==> src/rtl/tx_scheduler_pkg.sv <==
// Shared definitions for the UART transmit scheduler: FSM encoding, status-word
// marker and field placement helpers.
package tx_scheduler_pkg;

  localparam int DEFAULT_DATA_WIDTH_BYTES = 18;
  localparam int MARKER_WIDTH             = 8;
  localparam int SEQ_WIDTH                = 32;
  localparam logic [MARKER_WIDTH-1:0] STATUS_MARKER = 8'hA5;

  typedef enum logic [2:0] {
    IDLE,
    READ_FIFO,
    LOAD_REC,
    LOAD_STATUS,
    SEND,
    WAIT_DONE
  } state_t;

  // Status word, MSB first: marker | drop count | sequence number | zero fill.
  function automatic int drop_field_lsb(input int word_width, input int drop_width);
    return word_width - MARKER_WIDTH - drop_width;
  endfunction

  function automatic int seq_field_lsb(input int word_width, input int drop_width);
    return word_width - MARKER_WIDTH - drop_width - SEQ_WIDTH;
  endfunction

endpackage

==> src/rtl/tx_scheduler_status_timer.sv <==
// Free-running status period timer (advances only while enabled) with a
// single-entry pending flag that the scheduler clears when it serves the request.
module tx_scheduler_status_timer #(
  parameter int STATUS_PERIOD = 50000000
) (
  input  logic clk,
  input  logic reset,
  input  logic enable,
  input  logic clear,
  output logic pending
);

  localparam int TW = $clog2(STATUS_PERIOD);
  localparam logic [TW-1:0] LAST = TW'(STATUS_PERIOD - 1);

  logic [TW-1:0] timer;
  logic          expire;

  assign expire = enable && (timer == LAST);

  // NOTE: state registers use <= so every flop samples pre-edge values;
  // blocking assignments here would create simulation order races.
  always_ff @(posedge clk or negedge reset) begin
    if (!reset) begin
      timer   <= '0;
      pending <= 1'b0;
    end else begin
      if (enable) timer <= expire ? '0 : timer + 1'b1;
      // A clear wins over a coincident expiry: that expiry lands on an
      // already pending request and is absorbed, like any other.
      pending <= clear ? 1'b0 : (pending | expire);
    end
  end

endmodule

==> src/rtl/tx_scheduler.sv <==
// Shares the UART serializer between the tag-record FIFO and a periodic status
// word, and counts records lost to a full FIFO.
module tx_scheduler
  import tx_scheduler_pkg::*;
#(
  parameter int DATA_WIDTH_BYTES = DEFAULT_DATA_WIDTH_BYTES,
  parameter int STATUS_PERIOD    = 50000000,
  parameter int MAX_BURST        = 8,
  parameter int DROP_CNT_WIDTH   = 16
) (
  input  logic                          clk,
  input  logic                          reset,
  input  logic                          enable,
  input  logic                          record_rdy,
  input  logic                          rec_buf_full,
  input  logic                          rec_buf_empty,
  input  logic [8*DATA_WIDTH_BYTES-1:0] rec_buf_out,
  output logic                          rec_buf_rdnext,
  output logic [8*DATA_WIDTH_BYTES-1:0] uart_data,
  output logic                          uart_send,
  input  logic                          uart_done,
  output logic [DROP_CNT_WIDTH-1:0]     drop_count,
  output logic                          status_sent,
  output logic                          busy
);

  localparam int W        = 8 * DATA_WIDTH_BYTES;
  localparam int DROP_LSB = drop_field_lsb(W, DROP_CNT_WIDTH);
  localparam int SEQ_LSB  = seq_field_lsb(W, DROP_CNT_WIDTH);
  localparam int BW       = $clog2(MAX_BURST + 1);
  localparam logic [BW-1:0] BURST_LIMIT = BW'(MAX_BURST);

  state_t                 state;
  logic [BW-1:0]          burst_cnt;
  logic [SEQ_WIDTH-1:0]   seq_num;
  logic                   done_armed;
  logic                   status_pending;
  logic                   drop_evt;
  logic [W-1:0]           status_word;

  tx_scheduler_status_timer #(.STATUS_PERIOD(STATUS_PERIOD)) u_status_timer (
    .clk     (clk),
    .reset   (reset),
    .enable  (enable),
    .clear   (state == LOAD_STATUS),
    .pending (status_pending)
  );

  assign drop_evt = record_rdy && rec_buf_full;

  // NOTE: assign a default before any partial field write so no bit of the
  // word is left holding its old value, which would infer a latch.
  always_comb begin
    status_word = '0;
    status_word[W-1 -: MARKER_WIDTH]          = STATUS_MARKER;
    status_word[DROP_LSB +: DROP_CNT_WIDTH]   = drop_count;
    status_word[SEQ_LSB +: SEQ_WIDTH]         = seq_num;
  end

  // The status word captures the pre-clear count; a drop arriving in that
  // same cycle becomes the first count of the next interval.
  always_ff @(posedge clk or negedge reset) begin
    if (!reset) begin
      drop_count <= '0;
    end else if (state == LOAD_STATUS) begin
      drop_count <= DROP_CNT_WIDTH'(drop_evt);
    end else if (drop_evt && (drop_count != '1)) begin
      drop_count <= drop_count + 1'b1;
    end
  end

  always_ff @(posedge clk or negedge reset) begin
    if (!reset) begin
      state          <= IDLE;
      rec_buf_rdnext <= 1'b0;
      uart_data      <= '0;
      uart_send      <= 1'b0;
      status_sent    <= 1'b0;
      busy           <= 1'b0;
      burst_cnt      <= '0;
      seq_num        <= '0;
      done_armed     <= 1'b0;
    end else begin
      rec_buf_rdnext <= 1'b0;
      uart_send      <= 1'b0;
      status_sent    <= 1'b0;
      case (state)
        IDLE: begin
          if (enable) begin
            if (status_pending && (rec_buf_empty || burst_cnt == BURST_LIMIT)) begin
              state <= LOAD_STATUS;
              busy  <= 1'b1;
            end else if (!rec_buf_empty) begin
              state          <= READ_FIFO;
              rec_buf_rdnext <= 1'b1;
              busy           <= 1'b1;
            end
          end
        end
        READ_FIFO: state <= LOAD_REC;
        LOAD_REC: begin
          uart_data <= rec_buf_out;
          if (burst_cnt != BURST_LIMIT) burst_cnt <= burst_cnt + 1'b1;
          uart_send <= 1'b1;
          state     <= SEND;
        end
        LOAD_STATUS: begin
          uart_data   <= status_word;
          burst_cnt   <= '0;
          seq_num     <= seq_num + 1'b1;
          uart_send   <= 1'b1;
          status_sent <= 1'b1;
          state       <= SEND;
        end
        SEND: begin
          done_armed <= 1'b0;
          state      <= WAIT_DONE;
        end
        WAIT_DONE: begin
          // The first cycle here may still see the previous word's done level.
          if (!done_armed) begin
            done_armed <= 1'b1;
          end else if (uart_done) begin
            state <= IDLE;
            busy  <= 1'b0;
          end
        end
        default: begin
          state <= IDLE;
          busy  <= 1'b0;
        end
      endcase
    end
  end

endmodule

==> config.mk <==
export PLATFORM = sky130hd
export DESIGN_NAME = tx_scheduler
export DESIGN_NICKNAME = d
export VERILOG_FILES = /design/src/rtl/tx_scheduler_pkg.sv /design/src/rtl/tx_scheduler_status_timer.sv /design/src/rtl/tx_scheduler.sv
export SDC_FILE = /design/constraint.sdc
export NUM_CORES = 1
export LEC_CHECK = 0
export CAP_MARGIN = 25
export CORE_MARGIN = 3
export CORE_UTILIZATION = 50
export DETAILED_ROUTE_END_ITERATION = 8
export HOLD_SLACK_MARGIN = 0.02
export PLACE_DENSITY = 0.84
export SLEW_MARGIN = 20
export SYNTH_ARGS = -nofsm -noshare
export SYNTH_HDL_FRONTEND = slang
export SYNTH_SLANG_ARGS = --single-unit
==> constraint.sdc <==
create_clock -name clk -period 3.5 [get_ports clk]
set_clock_uncertainty 0.15 [all_clocks]
set_input_delay 0.7 -clock clk [delete_from_list [all_inputs] [get_ports clk]]
set_output_delay 0.7 -clock clk [all_outputs]
set_load 0.02 [all_outputs]
==> results of run 1 <==
cells by family after synthesis:
kind of cell             count (synthesis)
XOR/XNOR                                60
AND/OR/NAND/NOR                        531
AO/OA/AOI/OAI                           83
flip-flops                             231
multiplexers                            51
buffers and inverters                   69
adder cells (fa/ha/maj)                  5
how the worst max path moves through the flow:
stage | slack (ps) | to
6_report | 770 | drop_count[2]
3_5_place_dp | 370 | u_status_timer.timer[20]
4_1_cts | 820 | drop_count[0]
3_3_place_gp | 420 | u_status_timer.timer[17]
5_1_grt | 620 | drop_count[3]
2_1_floorplan | 950 | u_status_timer.timer[22]
placed cells by master, fill, tap and decap left out, types with 2 or more instances in the layout:
cell type	netlist	layout
and3_1	8	8
clkdlybuf4s50_1	0	313
or4b_2	2	2
nor3b_1	3	3
nor3_1	15	15
or4_1	3	3
mux2i_1	49	49
nand3_1	36	36
bufinv_16	0	2
buf_12	0	2
mux2_2	2	2
nor4_1	9	9
or2_2	4	4
clkinv_2	0	6
dfrtp_1	231	230
o21ai_0	59	59
clkbuf_1	47	5
nor2_1	46	46
nand4_1	15	15
nor4b_1	3	3
a31oi_1	3	3
clkbuf_16	0	25
xnor2_1	39	39
xor2_1	21	21
o21ai_1	5	5
clkbuf_8	0	4
nand4b_1	2	2
and4_1	3	3
nand2_1	280	280
o22ai_1	3	3
a21oi_1	7	7
buf_4	0	14
nand3b_1	92	92
nand2b_1	5	4
ha_1	5	5
inv_1	13	12
power by group through the flow:
stage               Clock (uW)  Combinational [uW]  Sequential, uW
global route              2730                5960            4560
detailed placement           0                5520            4450
global placement             0                5420            4400
finish                    2560                5510            4420
floorplan                    0                1940            5330
CTS                       2610                5560            4420
cell type report:
cell class                      count  area, um^2
Clock buffer                       34         699
Clock inverter                      9        97.6
Fill cell                        1452        5340
Inverter                           14        52.6
Multi-Input combinational cell    730        4180
Sequential cell                   231        5780
Tap cell                          265         332
Timing Repair Buffer              330        3290
sequential cells by signal, indices dropped and copies added (netlist names):
| name | count |
|---|---|
| burst_cnt | 4 |
| busy | 1 |
| done_armed | 1 |
| drop_count | 16 |
| rec_buf_rdnext | 1 |
| seq_num | 32 |
| state | 3 |
| status_sent | 1 |
| u_status_timer.pending | 1 |
| u_status_timer.timer | 26 |
| uart_data | 144 |
| uart_send | 1 |
metrics by stage:
stage	worst slack, ps	area [um^2]
after floorplan	949	10200
after global placement	419	13600
after detailed placement	371	13600
after CTS	816	14400
after global routing	622	14400
final	773	14400
per-layer routing:
metal  vias up  track usage  share of wire
met4         0       0.0810          0.038
met5         -            0              0
met1      4101        0.318           0.40
li1       4064            -              -
met2       285        0.411           0.48
met3        65       0.0796          0.080
critical path, stage by stage (launching register included):
cell     delay [ps]
dfrtp_1         500
ha_1            240
nand4_1         210
nor4_1          920
buf_4           280
nor3b_1          60
xnor2_1         150
nor2_1           70
==> impl_metrics.csv, run 1 <==
group,metric,value,unit
place,dpl.cell_count,1569,
critical_path,ff2ff_path_depth,7,
power_and_ir_drop,leakage,0.00658,uW
critical_path,crit_start,"drop_count[0]",
clock_tree,cts.reportedPaths.clkPinSlew,60,ps
critical_path,cp_data_arrival_time,2950,ps
synth,synth.avg_cell_area,9.92,um^2
floorplan,core_area,19800,um^2
layout,layout.cells.non_filler,1613,
timing,rsz0062_at_grt,"no",
power_and_ir_drop,power_frac_comb,0.441,
min_path,hp-class,"primary input to async pin",
timing,maxClockFrequency,367,MHz
run,cap_violations,0,
place,gp_congestion,0.860,
route,drt-vias-per-instance,5.28,
power_and_ir_drop,swShare,0.384,
synth,synth-compound-area-share,0.0436,
power_and_ir_drop,switchingPower,4790,uW
layout,area_growth,41.3,%
clock_tree,cts_hold_buffers,0,
layout,post-route-util,0.730,
timing,finalHoldViolations,0,
grt,grt-ovfl-total,0,
floorplan,pin_count,315,
route,drt_first_pass_iters,5,
synth,synth_edf_count,0,
synth,syn-num-nets,1186,
floorplan,rows,51,
synth,async_flop_share,1.00,
timing,tightest_slew,1020,ps
place,port_buffers,314,
synth,ys_seq_area_frac,0.565,
clock_tree,clkLatencyLatePin,510,ps
clock_tree,clk_path_buf_depth,3,
grt,grt_pass1_wl,45000,um
synth,synthTopCellsByCount,"nand2_1 (280), dfrtp_1 (231), nand3b_1 (92)",
timing,period_share,0.779,
status,status,"complete, no violations",
power_and_ir_drop,power_frac_seq,0.354,
power_and_ir_drop,power_density,864,nW/um^2
route,ant_nets,0,
timing,slew_headroom,0.317,
layout,final_nets,1488,
critical_path,crit_fanout,7,
synth,synth_cells,1030,
floorplan,die_area,22200,um^2
clock_tree,cts_sinks,231,
synth,synth_top_family_by_area,"simple AND/OR/NAND/NOR gates",
timing,whs,33.6,ps
synth,synthDistinctLibCells,44,
synth,synth_xor_area_frac,0.0514,
clock_tree,post_cts_buffers,0,
layout,drive_above_1_share,0.0527,
power_and_ir_drop,vdd_drop_max,0.600,mV
route,wirelength,28100,um
route,drt_iter0_markers,419,
synth,yosys_warnings,0,
synth,synth_top_area_share,0.565,
clock_tree,htree_levels,1,
layout,n_antenna_cell,0,
place,dp_hpwl,19600,um
clock_tree,cts_made_buffers,25,
synth,synth-simple-area-share,0.257,
clock_tree,cts_root_buffer,"clkbuf_16",
grt,grt_pass1_vias,8622,
route,detail_route.wl_per_cell,17.4,um
critical_path,start_kind,"flop",
route,drc,0,
critical_path,r2r_slack,770,ps
floorplan,die_w,149,um
critical_path,cp-end-kind,"flop",
clock_tree,cts_tree,"built",
grt,grt_usage,0.250,
synth,synth_top_area_cell,"dfrtp_1",
floorplan,start_util,0.517,
critical_path,rr_startpoint,"drop_count[0]",
critical_path,reg2reg_to,"drop_count[2]",
power_and_ir_drop,total_power,12500,uW
synth,synth_area_leaders,"dfrtp_1 (57%), nand2_1 (10%), nand3b_1 (6.8%), mux2i_1 (4.8%), xnor2_1 (3.3%)",
synth,synth-seq-cells,231,
timing,setup_viol,0,
synth,yosysMostFrequentCell,"nand2_1",
grt,antenna_found_initial,0,
timing,finalMaxSlewViolations,0,
synth,synthFlopType,"dfrtp_1",
critical_path,worstPathRequired,3720,ps
clock_tree,postCtsResizedCells,0,
synth,mappedNetlistArea,10200,um^2
power_and_ir_drop,p_int,7690,uW
route,vias,8515,
synth,synth_fa_ha_area_frac,0.00612,
synth,synthMuxAreaShare,0.0502,
timing,min_period,2730,ps
grt,grt_max_degree,102,
critical_path,crit_type,"flop to flop",
floorplan,fp.dieH,149,um
timing,finalSetupTns,0,ps
power_and_ir_drop,pwr-share-clk,0.205,
Power figures use the tool's default switching activity.
==> run 2: changes to the inputs <==
Settings changed: CORE_UTILIZATION 50 to 43, PLACE_DENSITY 0.84 to 0.76.
Clock period 3.5 ns to 2.4 ns, I/O delays scaled along.
==> impl_metrics.csv, run 2 (synthesized netlist as in run 1, its figures left out) <==
group,metric,value,unit
clock_tree,cts_tree,"built",
place,dpl_cell_area,13900,um^2
run,cap_violations,0,
clock_tree,cts_sinks,231,
layout,drive_above_1_share,0.0685,
layout,largest-register,"uart_data",
layout,largest_reg_flops,144,
clock_tree,clk_path_buf_depth,3,
route,drt-vias-per-instance,5.03,
layout,layout_commonest_cell,"clkdlybuf4s50_1",
critical_path,slowest_stage,"clkdlybuf4s50_1",
critical_path,worstPathRequired,1770,ps
critical_path,crit_type,"flop to output port",
place,dp_hpwl,19900,um
critical_path,cp-end-kind,"output port",
route,wirelength,28100,um
layout,area_growth,43.7,%
critical_path,start_kind,"flop",
grt,grt_max_degree,102,
clock_tree,cts_root_buffer,"clkbuf_16",
layout,final_cell_mix,"clkdlybuf4s50_1 (313), nand2_1 (280), dfrtp_1 (230)",
floorplan,die_w,160,um
clock_tree,cts_made_buffers,25,
place,port_buffers,314,
route,drc,0,
route,drt_iter0_markers,513,
grt,antenna_found_initial,1,
timing,setup_viol,0,
timing,tightest_slew,733,ps
critical_path,crit_fanout,8,
place,gp_congestion,0.865,
floorplan,rows,55,
floorplan,start_util,0.445,
power_and_ir_drop,vdd_drop_max,0.861,mV
route,drt_first_pass_iters,5,
timing,maxClockFrequency,435,MHz
grt,grt_pass1_wl,45400,um
grt,grt_pass1_vias,8602,
power_and_ir_drop,power_density,1240,nW/um^2
timing,finalSetupTns,0,ps
timing,slew_headroom,0.511,
floorplan,pin_count,315,
layout,fill_cells,1861,
timing,finalMaxSlewViolations,0,
layout,final_nets,1510,
timing,rsz0062_at_grt,"no",
critical_path,crit_chain,"clkdlybuf4s50_1",
critical_path,critPathMaxStageDelay,660,ps
grt,grt_usage,0.214,
route,detail_route.wl_per_cell,16.7,um
timing,min_period,2300,ps
status,status,"complete, no violations",
min_path,hp-class,"flop to flop",
route,vias,8470,
clock_tree,clkLatencyLatePin,510,ps
layout,multi_input_area,4190,um^2
timing,finalHoldViolations,0,
layout,post-route-cell-area,14700,um^2
floorplan,die_area,25700,um^2
power_and_ir_drop,leakage,0.00670,uW
critical_path,cp_top_family,"buffers and inverters",
critical_path,cp_data_arrival_time,1670,ps
timing,period_share,0.958,
layout,reg_top3,"uart_data (144), seq_num (32), u_status_timer.timer (26)",
layout,post-route-util,0.639,
clock_tree,htree_levels,1,
grt,grt-ovfl-total,0,
layout,n_antenna_cell,0,
floorplan,fp.dieH,160,um
layout,seq_area,5780,um^2
critical_path,cp_num_buf_inv,1,
clock_tree,post_cts_buffers,0,
clock_tree,cts.reportedPaths.clkPinSlew,60,ps
route,ant_nets,0,
floorplan,core_area,23000,um^2
power_and_ir_drop,total_power,18200,uW
==> run 2: per-layer routing <==
layer	GRT usage	share of wire	vias to the layer above
met5	0	0.00046	-
met4	0.0521	0.025	2
met3	0.0708	0.077	44
met2	0.367	0.49	251
met1	0.261	0.41	4067
li1	-	-	4106
==> run 2: power by group <==
| group | total [uW] | switching, uW | internal [uW] |
|---|---|---|---|
| clock | 3770 | 1520 | 2250 |
| sequential | 6240 | 900 | 5340 |
| combinational | 8230 | 4510 | 3710 |
==> run 2: metrics by stage <==
stage	hold WS, ps	cells	setup slack, ps
floorplan	34.4	1030	39.1
finish	312	1685	101
global route	337	1685	0.633
detailed placement	305	1639	-462
global placement	298	1639	-417
CTS	318	1685	46.3
==> run 2: area by class of cell <==
type / count / area share
Clock buffer: 36 / 0.0481
Clock inverter: 9 / 0.00647
Inverter: 14 / 0.00358
Multi-Input combinational cell: 730 / 0.285
Sequential cell: 231 / 0.394
Tap cell: 313 / 0.0267
Timing Repair Buffer: 352 / 0.236
==> run 2: worst paths after layout <==
check | from | end | slack [ps] | cells after the start
worst max register to register | u_status_timer.timer[0] | u_status_timer.timer[22] | 110 | 6
min in group asynchronous | reset | u_status_timer.timer[20] | 350 | 2
worst min register to register | uart_data[19] | uart_data[19] | 310 | 2
max in group asynchronous | reset | uart_data[66] | 1030 | 3
worst max-delay path | drop_count[9] | drop_count[9] | 100 | 1
worst min-delay path | uart_data[19] | uart_data[19] | 310 | 2
==> run 2: repair_timing <==
action,in CTS,in global routing
hold buffers,1,0
resized for setup,1,1
hold endpoints to repair,53,0
endpoints found under the setup margin,6,1
cloned,0,0
==> run 3: changes to the inputs <==
Settings changed: PLACE_DENSITY 0.76 to 0.77, SYNTH_HIERARCHICAL from default to 1.
==> impl_metrics.csv, run 3 <==
group,metric,value,unit
run,cap_violations,0,
power_and_ir_drop,p_int,11400,uW
critical_path,start_kind,"flop",
timing,finalHoldViolations,0,
power_and_ir_drop,pwr-share-clk,0.231,
clock_tree,cts_made_buffers,26,
timing,maxClockFrequency,434,MHz
critical_path,cp-end-kind,"output port",
route,drt-vias-per-instance,5.20,
timing,min_period,2300,ps
layout,reg_top3,"uart_data (144), seq_num (32), u_status_timer/timer (26)",
timing,whs,295,ps
power_and_ir_drop,switchingPower,6860,uW
critical_path,r2r_slack,240,ps
grt,antenna_found_initial,0,
place,dpl_cell_area,13900,um^2
synth,synth_edf_count,0,
critical_path,crit_chain,"clkdlybuf4s50_1",
critical_path,crit_fanout,8,
route,drt_iter0_markers,524,
min_path,hp-class,"primary input to async pin",
critical_path,crit_start,"drop_count[13]",
power_and_ir_drop,power_frac_comb,0.430,
power_and_ir_drop,vdd_drop_max,0.686,mV
synth,syn-num-nets,1207,
critical_path,slowest_stage,"clkdlybuf4s50_1",
synth,synth.avg_cell_area,9.70,um^2
synth,synth_top_area_cell,"dfrtp_1",
clock_tree,post_cts_buffers,0,
power_and_ir_drop,total_power,18300,uW
synth,synth_cells,1051,
timing,rsz0062_at_grt,"no",
grt,grt-ovfl-total,0,
grt,grt_pass1_wl,47400,um
floorplan,pin_count,315,
critical_path,cp_data_arrival_time,1670,ps
synth,synth_top_area_share,0.567,
layout,fill_cells,1841,
layout,final_cell_mix,"clkdlybuf4s50_1 (312), nand2_1 (274), dfrtp_1 (230)",
synth,ys_seq_area_frac,0.567,
route,ant_nets,0,
clock_tree,cts_sinks,231,
place,dp_hpwl,20700,um
layout,drive_above_1_share,0.0726,
clock_tree,clkLatencyLatePin,530,ps
synth,synth-seq-cells,231,
timing,period_share,0.959,
floorplan,die_area,25600,um^2
status,status,"complete, no violations",
clock_tree,cts.reportedPaths.clkPinSlew,60,ps
critical_path,cp_top_family,"buffers and inverters",
synth,yosys_warnings,6,
clock_tree,cts_tree,"built",
place,port_buffers,314,
synth,mappedNetlistArea,10200,um^2
critical_path,ff2ff_path_depth,5,
synth,synth_area_leaders,"dfrtp_1 (57%), nand2_1 (10%), o21ai_0 (7.9%), mux2i_1 (4.8%), xnor2_1 (3.5%)",
timing,final.setup.worst_slack,98.1,ps
layout,seq_area,5780,um^2
timing,finalMaxSlewViolations,0,
layout,largest_reg_flops,144,
clock_tree,htree_levels,1,
critical_path,rr_startpoint,"u_status_timer/timer[0]",
power_and_ir_drop,swShare,0.375,
critical_path,crit_type,"flop to output port",
timing,tightest_slew,590,ps
route,detail_route.wl_per_cell,17.0,um
synth,synthFlopType,"dfrtp_1",
route,drt_first_pass_iters,8,
route,drc,0,
layout,post-route-cell-area,14800,um^2
floorplan,rows,55,
synth,synthDistinctLibCells,55,
layout,n_antenna_cell,0,
place,dpl.cell_count,1656,
grt,grt_max_degree,59,
synth,synthTopCellsByCount,"nand2_1 (274), dfrtp_1 (231), o21ai_0 (161)",
place,gp_congestion,0.881,
layout,area_growth,45.6,%
synth,yosysMostFrequentCell,"nand2_1",
grt,grt_pass1_vias,8877,
floorplan,die_w,160,um
place,place_ws,-80.9,ps
power_and_ir_drop,leakage,0.00650,uW
route,wirelength,29000,um
clock_tree,cts_root_buffer,"clkbuf_16",
grt,grt_usage,0.223,
critical_path,reg2reg_to,"u_status_timer/timer[24]",
synth,async_flop_share,1.00,
power_and_ir_drop,power_density,1230,nW/um^2
layout,multi_input_area,4130,um^2
timing,setup_viol,0,
layout,layout_commonest_cell,"clkdlybuf4s50_1",
critical_path,worstPathRequired,1770,ps
layout,largest-register,"uart_data",
power_and_ir_drop,power_frac_seq,0.339,
floorplan,core_area,23000,um^2
critical_path,cp_num_buf_inv,1,
floorplan,start_util,0.444,
route,vias,8866,
critical_path,critPathMaxStageDelay,690,ps
layout,final_nets,1528,
layout,layout.cells.non_filler,1705,
clock_tree,clk_path_buf_depth,3,
floorplan,fp.dieH,160,um
timing,slew_headroom,0.606,
run 3: cell types whose count changed after synthesis, sizes merged, moves of 12 or more:
cell and change:
a21oi +17, o21ai +97, nand3b -91, nand4 +17, xor2 -16, nor2 -30, or3 +12
run 3: how the worst max path moves through the flow:
stage	slack (ps)	endpoint	cells past startpoint
detailed placement	-80	drop_count[15]	5
CTS	40	drop_count[12]	1
finish	100	drop_count[13]	1
floorplan	330	drop_count[15]	4
global placement	-70	drop_count[15]	5
global route	30	drop_count[13]	1
run 3: per-layer routing:
metal | global-route usage | part of all wire
met3 | 0.0563 | 0.075
met1 | 0.277 | 0.41
met5 | 0 | 0
met4 | 0.0529 | 0.019
met2 | 0.392 | 0.49
run 3: power groups by stage:
stage / combinational, uW / clock [uW] / sequential, uW
after floorplan: 2610 / 0 / 7620
after global placement: 7760 / 0 / 6190
after detailed placement: 7910 / 0 / 6250
after CTS: 7950 / 4330 / 6200
after global routing: 8520 / 4500 / 6380
final: 7850 / 4230 / 6190
run 3: area by class of cell:
cell class,count,area share
flip-flops and latches,231,0.390
multi-input cells,745,0.278
repair buffers,354,0.239
clock buffers,36,0.0511
well taps,313,0.0264
clock inverters,12,0.0119
inverters,14,0.00354
run 3: worst register-to-register path, stage by stage, from the launching register on:
cell     delay, ps
dfrtp_1        430
ha_1           260
nand3_1        150
or4_4          570
nor4_1         360
xnor2_1        170
run 3: cells by family (layout without fill, tap and decap cells):
group	Yosys count	in the layout	synth area share
compound gates	210	210	0.110
xor+xnor	46	46	0.0395
fa+ha+maj	5	5	0.00613
buf+inv	75	416	0.0292
flops	231	231	0.567
mux	49	49	0.0481
simple gates	435	435	0.200
run 3: stage by stage:
stage / TNS (ps) / utilization
global route: 0 / 0.646
floorplan: 0 / -
global placement: -104 / 0.605
finish: 0 / 0.646
CTS: 0 / 0.646
detailed placement: -152 / 0.605
run 3: timing repair:
| item | in CTS | in global routing |
|---|---|---|
| resized for setup | 0 | 1 |
| hold endpoints to repair | 44 | 0 |
| hold buffers | 1 | 0 |
| endpoints found under the setup margin | 0 | 1 |
